<file path="src/rtl/mem_arb_pkg.sv">
// Purpose : shared types and default widths for the memory write arbiter.
// Latency : n/a (declarations only).
// Backpr. : n/a (declarations only).
//
// Contents: FSM state enum, round-robin pointer encodings, default widths.
package mem_arb_pkg;

  localparam int ADDR_W_DEF = 8;
  localparam int DATA_W_DEF = 32;
  localparam int CNT_W      = 16;

  typedef enum logic [1:0] {
    IDLE   = 2'd0,
    SHARED = 2'd1,
    LOCKED = 2'd2
  } arb_state_t;

  // Round-robin pointer: which requester gets first claim on the next grant.
  localparam logic PTR_CPU  = 1'b0;
  localparam logic PTR_HOST = 1'b1;

endpackage

</file>
<file path="src/rtl/arb_grant.sv">
// Purpose : grant selection between CPU and host write requesters.
// Latency : combinational.
// Backpr. : at most one ready high; IDLE grants nobody, LOCKED grants host only.
//
// Ports:
//   i_cpu_valid, i_host_valid : request valids
//   i_ptr                     : round-robin pointer (PTR_CPU / PTR_HOST)
//   i_state                   : current arbiter FSM state
//   o_cpu_ready, o_host_ready : grants
// Build option: define ARB_ROUND_ROBIN_EN for round-robin sharing; otherwise
// host has fixed priority over CPU.
module arb_grant
  import mem_arb_pkg::*;
(
  input  logic       i_cpu_valid,
  input  logic       i_host_valid,
  input  logic       i_ptr,
  input  logic [1:0] i_state,
  output logic       o_cpu_ready,
  output logic       o_host_ready
);

  arb_state_t w_state;
  assign w_state = arb_state_t'(i_state);

`ifndef ARB_ROUND_ROBIN_EN
  // Pointer only matters for round-robin sharing.
  logic w_unused_ptr;
  assign w_unused_ptr = i_ptr;
`endif

  always_comb begin
    o_cpu_ready  = 1'b0;
    o_host_ready = 1'b0;
    case (w_state)
      LOCKED: o_host_ready = 1'b1;
      SHARED: begin
`ifdef ARB_ROUND_ROBIN_EN
        // Pointed requester wins if it is asking; otherwise the other side
        // is offered the slot.
        if (i_ptr == PTR_CPU) begin
          o_cpu_ready  = i_cpu_valid;
          o_host_ready = !i_cpu_valid;
        end else begin
          o_host_ready = i_host_valid;
          o_cpu_ready  = !i_host_valid;
        end
`else
        o_host_ready = i_host_valid;
        o_cpu_ready  = !i_host_valid;
`endif
      end
      default: begin
        o_cpu_ready  = 1'b0;
        o_host_ready = 1'b0;
      end
    endcase
  end

endmodule

</file>
<file path="src/rtl/mem_write_arbiter.sv">
// Purpose : arbitrates CPU and host-loader writes onto one memory write port.
// Latency : accepted write appears on mem_we/mem_a/mem_d one cycle later.
// Backpr. : valid/ready per requester; loser stalls holding its payload.
//
// Ports:
//   clk, rst                           : clock, synchronous active-high reset
//   cpu_valid/addr/data, cpu_ready     : CPU write channel
//   host_valid/addr/data, host_ready   : host loader write channel
//   host_lock                          : host claims exclusive write ownership
//   mem_we, mem_a, mem_d               : registered memory write port
//   cpu_rd_addr, rd_hazard             : CPU read address, write-collision flag
//   host_wr_cnt                        : wrapping count of accepted host writes
// Build option: ARB_ROUND_ROBIN_EN selects round-robin sharing (default:
// fixed host-over-CPU priority).
module mem_write_arbiter
  import mem_arb_pkg::*;
#(
  parameter int ADDR_W = ADDR_W_DEF,
  parameter int DATA_W = DATA_W_DEF
) (
  input  logic              clk,
  input  logic              rst,
  input  logic              cpu_valid,
  input  logic [ADDR_W-1:0] cpu_addr,
  input  logic [DATA_W-1:0] cpu_data,
  output logic              cpu_ready,
  input  logic              host_valid,
  input  logic [ADDR_W-1:0] host_addr,
  input  logic [DATA_W-1:0] host_data,
  output logic              host_ready,
  input  logic              host_lock,
  output logic              mem_we,
  output logic [ADDR_W-1:0] mem_a,
  output logic [DATA_W-1:0] mem_d,
  input  logic [ADDR_W-1:0] cpu_rd_addr,
  output logic              rd_hazard,
  output logic [CNT_W-1:0]  host_wr_cnt
);

  arb_state_t        r_state;
  arb_state_t        w_state_nxt;
  logic              r_rr_ptr;
  logic              r_mem_we;
  logic [ADDR_W-1:0] r_mem_a;
  logic [DATA_W-1:0] r_mem_d;
  logic [CNT_W-1:0]  r_host_wr_cnt;

  logic w_cpu_ready;
  logic w_host_ready;
  logic w_cpu_xfer;
  logic w_host_xfer;

  arb_grant u_grant (
    .i_cpu_valid  (cpu_valid),
    .i_host_valid (host_valid),
    .i_ptr        (r_rr_ptr),
    .i_state      (r_state),
    .o_cpu_ready  (w_cpu_ready),
    .o_host_ready (w_host_ready)
  );

  assign w_cpu_xfer  = cpu_valid  && w_cpu_ready;
  assign w_host_xfer = host_valid && w_host_ready;

  // FSM state register.
  always_ff @(posedge clk) begin
    if (rst) begin
      r_state <= IDLE;
    end else begin
      r_state <= w_state_nxt;
    end
  end

  // FSM next state. A transfer granted in the cycle host_lock rises still
  // completes under SHARED rules; the lock takes effect next cycle.
  always_comb begin
    w_state_nxt = r_state;
    case (r_state)
      IDLE:    w_state_nxt = SHARED;
      SHARED:  if (host_lock)  w_state_nxt = LOCKED;
      LOCKED:  if (!host_lock) w_state_nxt = SHARED;
      default: w_state_nxt = IDLE;
    endcase
  end

  // Write register, round-robin pointer and host write counter.
  always_ff @(posedge clk) begin
    if (rst) begin
      r_rr_ptr      <= PTR_CPU;
      r_mem_we      <= 1'b0;
      r_mem_a       <= '0;
      r_mem_d       <= '0;
      r_host_wr_cnt <= '0;
    end else begin
      r_mem_we <= w_cpu_xfer || w_host_xfer;
      if (w_cpu_xfer) begin
        r_mem_a  <= cpu_addr;
        r_mem_d  <= cpu_data;
        r_rr_ptr <= PTR_HOST;
      end else if (w_host_xfer) begin
        r_mem_a       <= host_addr;
        r_mem_d       <= host_data;
        r_rr_ptr      <= PTR_CPU;
        r_host_wr_cnt <= r_host_wr_cnt + 1'b1;
      end
    end
  end

  assign cpu_ready  = w_cpu_ready;
  assign host_ready = w_host_ready;

  // A reset arriving while a write sits in the output register cancels it
  // immediately so memory never sees a write from before the reset.
  assign mem_we      = r_mem_we && !rst;
  assign mem_a       = r_mem_a;
  assign mem_d       = r_mem_d;
  assign rd_hazard   = mem_we && (r_mem_a == cpu_rd_addr);
  assign host_wr_cnt = r_host_wr_cnt;

endmodule

</file>
<file path="config.mk">
export PLATFORM = sky130hd
export DESIGN_NAME = mem_write_arbiter
export DESIGN_NICKNAME = d
export VERILOG_FILES = /design/src/rtl/mem_arb_pkg.sv /design/src/rtl/arb_grant.sv /design/src/rtl/mem_write_arbiter.sv
export SDC_FILE = /design/constraint.sdc
export NUM_CORES = 1
export LEC_CHECK = 0
export CAP_MARGIN = 20
export CORE_MARGIN = 3
export CORE_UTILIZATION = 27
export CTS_CLUSTER_DIAMETER = 120
export DETAILED_ROUTE_END_ITERATION = 6
export PLACE_DENSITY = 0.66
export REMOVE_ABC_BUFFERS = 1
export SLEW_MARGIN = 20
export SYNTH_ARGS = -nofsm -noshare
export SYNTH_HDL_FRONTEND = slang
export SYNTH_HIERARCHICAL = 1
export SYNTH_SLANG_ARGS = --single-unit
</file>
<file path="constraint.sdc">
create_clock -name clk -period 3.25 [get_ports clk]
set_clock_uncertainty 0.1 [all_clocks]
set_input_delay 0.65 -clock clk [delete_from_list [all_inputs] [get_ports clk]]
set_output_delay 0.65 -clock clk [all_outputs]
set_load 0.02 [all_outputs]
</file>
# Yosys cells after proc, flatten, opt, wreduce, memory -nomap -nowiden
# Index checks and enable logic that the tools add are counted.
# op_classes
muxes	9
addsub	1
div	0
mul	0
shifts	0
n_reduce_logical	11
bitwise_logic	1
n_lt_le_gt_ge	0
eq_ne	5
# op_table
op	n
32-bit 2-to-1 mux	2
16-bit by 1-bit adder with 16-bit output, second input constant	1
8-bit 2-to-1 mux	2
8-bit == test	1
2-bit one-hot mux with 3 select lines	1
1-bit logical AND	4
2-bit 2-to-1 mux	2
2-bit != test, second input constant	2
2-bit AND reduction	2
2-bit by 1-bit == test with 1-bit output, second input constant	1
2-bit == test, second input constant	1
1-bit zero test	2
2-bit zero test	1
1-bit one-hot mux with 2 select lines	1
2-bit nonzero test	1
1-bit logical OR	1
1-bit 2-to-1 mux	1
1-bit inverter	1
# totals
elab_cells	32
rom_bits	0
memories	0
register_bits	59
latchBits	0
ram_bits	0

# Depth between registers and ports, before layout
# depth
depth_word	5
ltp_mapped	9

# Modules after synthesis
# Netlist, hierarchy kept.
# by_module_without_submodules
module	seq_area_each_um2	area_each_um2	n_inst	cells_each
mem_write_arbiter	1201.2	2667.6	1	337
arb_grant	0.0	50.0	1	7

# Least setup slack after synthesis
# No wires, ideal clock.
# synth_timing
kind	flip-flop to flip-flop
from	register r_state[0]
to	register r_host_wr_cnt[14] (netlist: host_wr_cnt[14])
t_arrival_ns	2.330
path_stages_with_launch	9
path_buffers	1
synth_period_minus_slack_ns	2.501
required_ns	3.079
setup_slack_ns	0.749
cell_sequence	dfxtp_1 -> inv_1 -> ha_1 -> nor2_1 -> nand2_1 -> or3_1 -> buf_2 -> or4_1 -> a21oi_1
# synth_lines
element	line	rtl
start, declared	mem_write_arbiter.sv:40	arb_state_t r_state;
start signal, assigned	mem_write_arbiter.sv:70	r_state <= w_state_nxt;
2-bit by 1-bit == test with 1-bit output or 2-bit == test (tied branches)	arb_grant.sv:35	case (w_state)
1-bit one-hot mux with 2 select lines (*)	arb_grant.sv:35	
net host_ready	mem_write_arbiter.sv:30	output logic host_ready,
1-bit logical AND (*)	mem_write_arbiter.sv:63	assign w_host_xfer = host_valid && w_host_ready;
2-bit AND reduction (no source line) (*)	n/a	
end signal, assigned	mem_write_arbiter.sv:104	r_host_wr_cnt <= r_host_wr_cnt + 1'b1;
end, declared	mem_write_arbiter.sv:46	logic [CNT_W-1:0] r_host_wr_cnt;
# Mark *: on every way through the listed nets, which the timed path passes. The rest lies on a longest branch.
# A chain may end at the register's enable or synchronous reset.

# Final worst setup path
# layout_timing
from	input cpu_rd_addr[2]
to	output rd_hazard
# layout_between
elab_chain_cells	2
# layout_lines
element	line	rtl
start, declared	mem_write_arbiter.sv:35	input logic [ADDR_W-1:0] cpu_rd_addr,
8-bit == test	mem_write_arbiter.sv:117	assign rd_hazard = mem_we && (r_mem_a == cpu_rd_addr);
1-bit logical AND	mem_write_arbiter.sv:117	
end, declared	mem_write_arbiter.sv:36	output logic rd_hazard,
# Every way passes these cells.

==> results.py <==
metrics = {
    "status": {
        "status": "finished clean",
    },
    "grt": {
        "grt_pass1_wl_mm": 13.8,
        "antenna_found_initial": 0,
        "grt_max_degree": 83,
        "grt_usage_pct": 15.1,
        "grt_overflow": 0,
        "grt_pass1_vias": 2820,
    },
    "clocking": {
        "cts_hold_buf": 0,
        "clock_sinks": 59,
        "clock_path_buffers": 2,
        "cts_tree": "done",
        "insertion_delay_ns": 0.34,
        "numCtsBuffers": 9,
        "root_buffer": "clkbuf_8",
        "cts_max_level": 3,
        "cts_resized": 0,
        "cts_setup_buffers": 0,
        "clk_pin_slew_worst_paths_ns": 0.06,
    },
    "worst_setup_path": {
        "crit_fanout": 1,
        "cpMaxStageDelayCell": "clkdlybuf4s50_1",
        "required_ns": 2.50,
        "cp_common_cell": "clkdlybuf4s50_1",
        "cpPeakStageDelay_ns": 0.59,
        "cp_cell_sequence": "clkdlybuf4s50_1, xnor2_1, nand4_1, nor4_1, and3_1, clkdlybuf4s50_1",
        "crit_arrival_ns": 2.31,
        "crit_type": "in -> out",
        "r2r_start": "r_state[1]",
        "startpoint_type": "input port",
        "crit_path_end_kind": "output pin",
        "startpoint": "cpu_rd_addr[2]",
    },
    "route": {
        "drt-total-wl_mm": 8.58,
        "drcViolationCount": 0,
        "via_per_inst": 4.77,
        "wire_per_inst_um": 14.0,
        "vias": 2927,
        "drtPass1Iterations": 4,
        "drt_iter0_drc": 119,
        "ant_nets": 0,
    },
    "min_path": {
        "hp-class": "reg -> reg",
        "hp-start": "mem_d[13]",
    },
    "pwr": {
        "p_clk_share_pct": 37.0,
        "pwr-share-comb_pct": 19.3,
        "seqPwrFrac_pct": 43.7,
        "ir_drop_mv": 0.210,
        "p_sw_uw": 463,
        "p_per_area_nw_per_um2": 399,
        "total_power_uw": 1790,
        "p_sw_share_pct": 25.8,
        "intPower_uw": 1330,
        "leakagePower_uw": 0.00151,
    },
    "sta": {
        "layout_worst_path_cycle_share_pct": 94.2,
        "tns_ns": 0,
        "rsz0062_at_grt": "no",
        "worst_slew_pin_slew_ns": 0.657,
        "slew_viol_final": 0,
        "finalCriticalPeriod_ns": 3.06,
        "relSlewSlack_pct": 56.2,
        "finalSetupViolations": 0,
        "finalWorstSetupSlack_ns": 0.187,
        "final_hold_viol_count": 0,
        "fmax_ghz": 0.326,
    },
    "layout": {
        "diodes": 0,
        "drive_gt1_share_pct": 5.15,
        "fill_cells": 959,
        "fin_nets": 576,
        "seqCellArea_um2": 1180,
        "areaGrowthSynthToFinish_pct": 67.2,
        "fin_cells": 614,
        "multiInputGateArea_um2": 1380,
    },
    "logic_synthesis": {
        "netlist_area_um2": 2690,
        "synth.avg_cell_area_um2": 7.89,
        "syn_inst": 341,
        "ys_warn_count": 6,
    },
    "floorplanning": {
        "die_height_um": 106,
        "io_pins": 153,
        "start_util_pct": 28.4,
        "rows": 35,
        "die_x_um": 106,
        "die_area_um2": 11200,
        "coreArea_um2": 9460,
    },
    "placement": {
        "place_congestion": 0.752,
        "portBuffers": 152,
        "hpwl_mm": 6.13,
        "pre_cts_slack_ns": 0.158,
        "place_inst": 598,
    },
    "run": {
        "maxCapViolCount": 0,
    },
}
-- power by group through the flow --
stage | clock, uW | sequential (uW) | combinational [uW]
floorplan | 0 | 839 | 83.2
global placement | 0 | 799 | 346
detailed placement | 0 | 800 | 349
CTS | 686 | 784 | 351
global route | 716 | 788 | 373
finish | 664 | 783 | 346
-- flip-flops by register name, indices dropped and copies added (netlist names) --
name,count
r_mem_we,1
mem_d,32
host_wr_cnt,16
r_state,2
mem_a,8
-- per-stage QoR --
step                      hold WS, ns  instance area [um^2]  util (%)
after floorplan                 0.435                  2570         -
after global placement          0.367                  4300      45.5
after detailed placement        0.371                  4300      45.5
after CTS                       0.382                  4500      47.5
after global routing            0.398                  4500      47.5
final                           0.379                  4500      47.5
-- area by class of cell --
cell class / instances / share of cell area (%)
Sequential cell: 59 / 26.3
Multi-Input combinational cell: 249 / 30.7
Inverter: 4 / 0.334
Tap cell: 129 / 3.59
Clock buffer: 11 / 3.14
Clock inverter: 5 / 1.17
Timing Repair Buffer: 157 / 34.8
-- metal layers --
metal	wire length [um]	up-vias	part of all wire [%]	track usage [%]
met5	0	-	0	0
met4	195	0	2.3	6.66
met3	560	14	6.5	3.98
met2	4190	96	49	25.8
met1	3640	1350	42	17.8
li1	-	1467	-	-
-- placed cells by master (no fill, tap or decap), drive strengths merged, types with 5 or more instances in the layout --
master / n
dfxtp: 59
or4: 5
buf: 6
or3: 5
a311oi: 40
nand3: 5
a21oi: 11
nand2: 87
clkbuf: 11
o31ai: 5
nor2: 50
xnor2: 11
clkdlybuf4s50: 151
xor2: 5
-- worst paths after layout --
check	slack, ns	cells past startpoint	end
worst max-delay path	0.19	6	rd_hazard
worst min register to register	0.38	2	mem_d[13]
worst max register to register	0.83	7	host_wr_cnt[12]
worst min-delay path	0.38	2	mem_d[13]
-- critical path, delay by kind of cell --
family | cells | cell delay, ns
XOR/XNOR | 1 | 0.12
AND/OR/NAND/NOR | 3 | 0.48
buffers and inverters | 2 | 1.06
(Power assumes the default switching activity.)
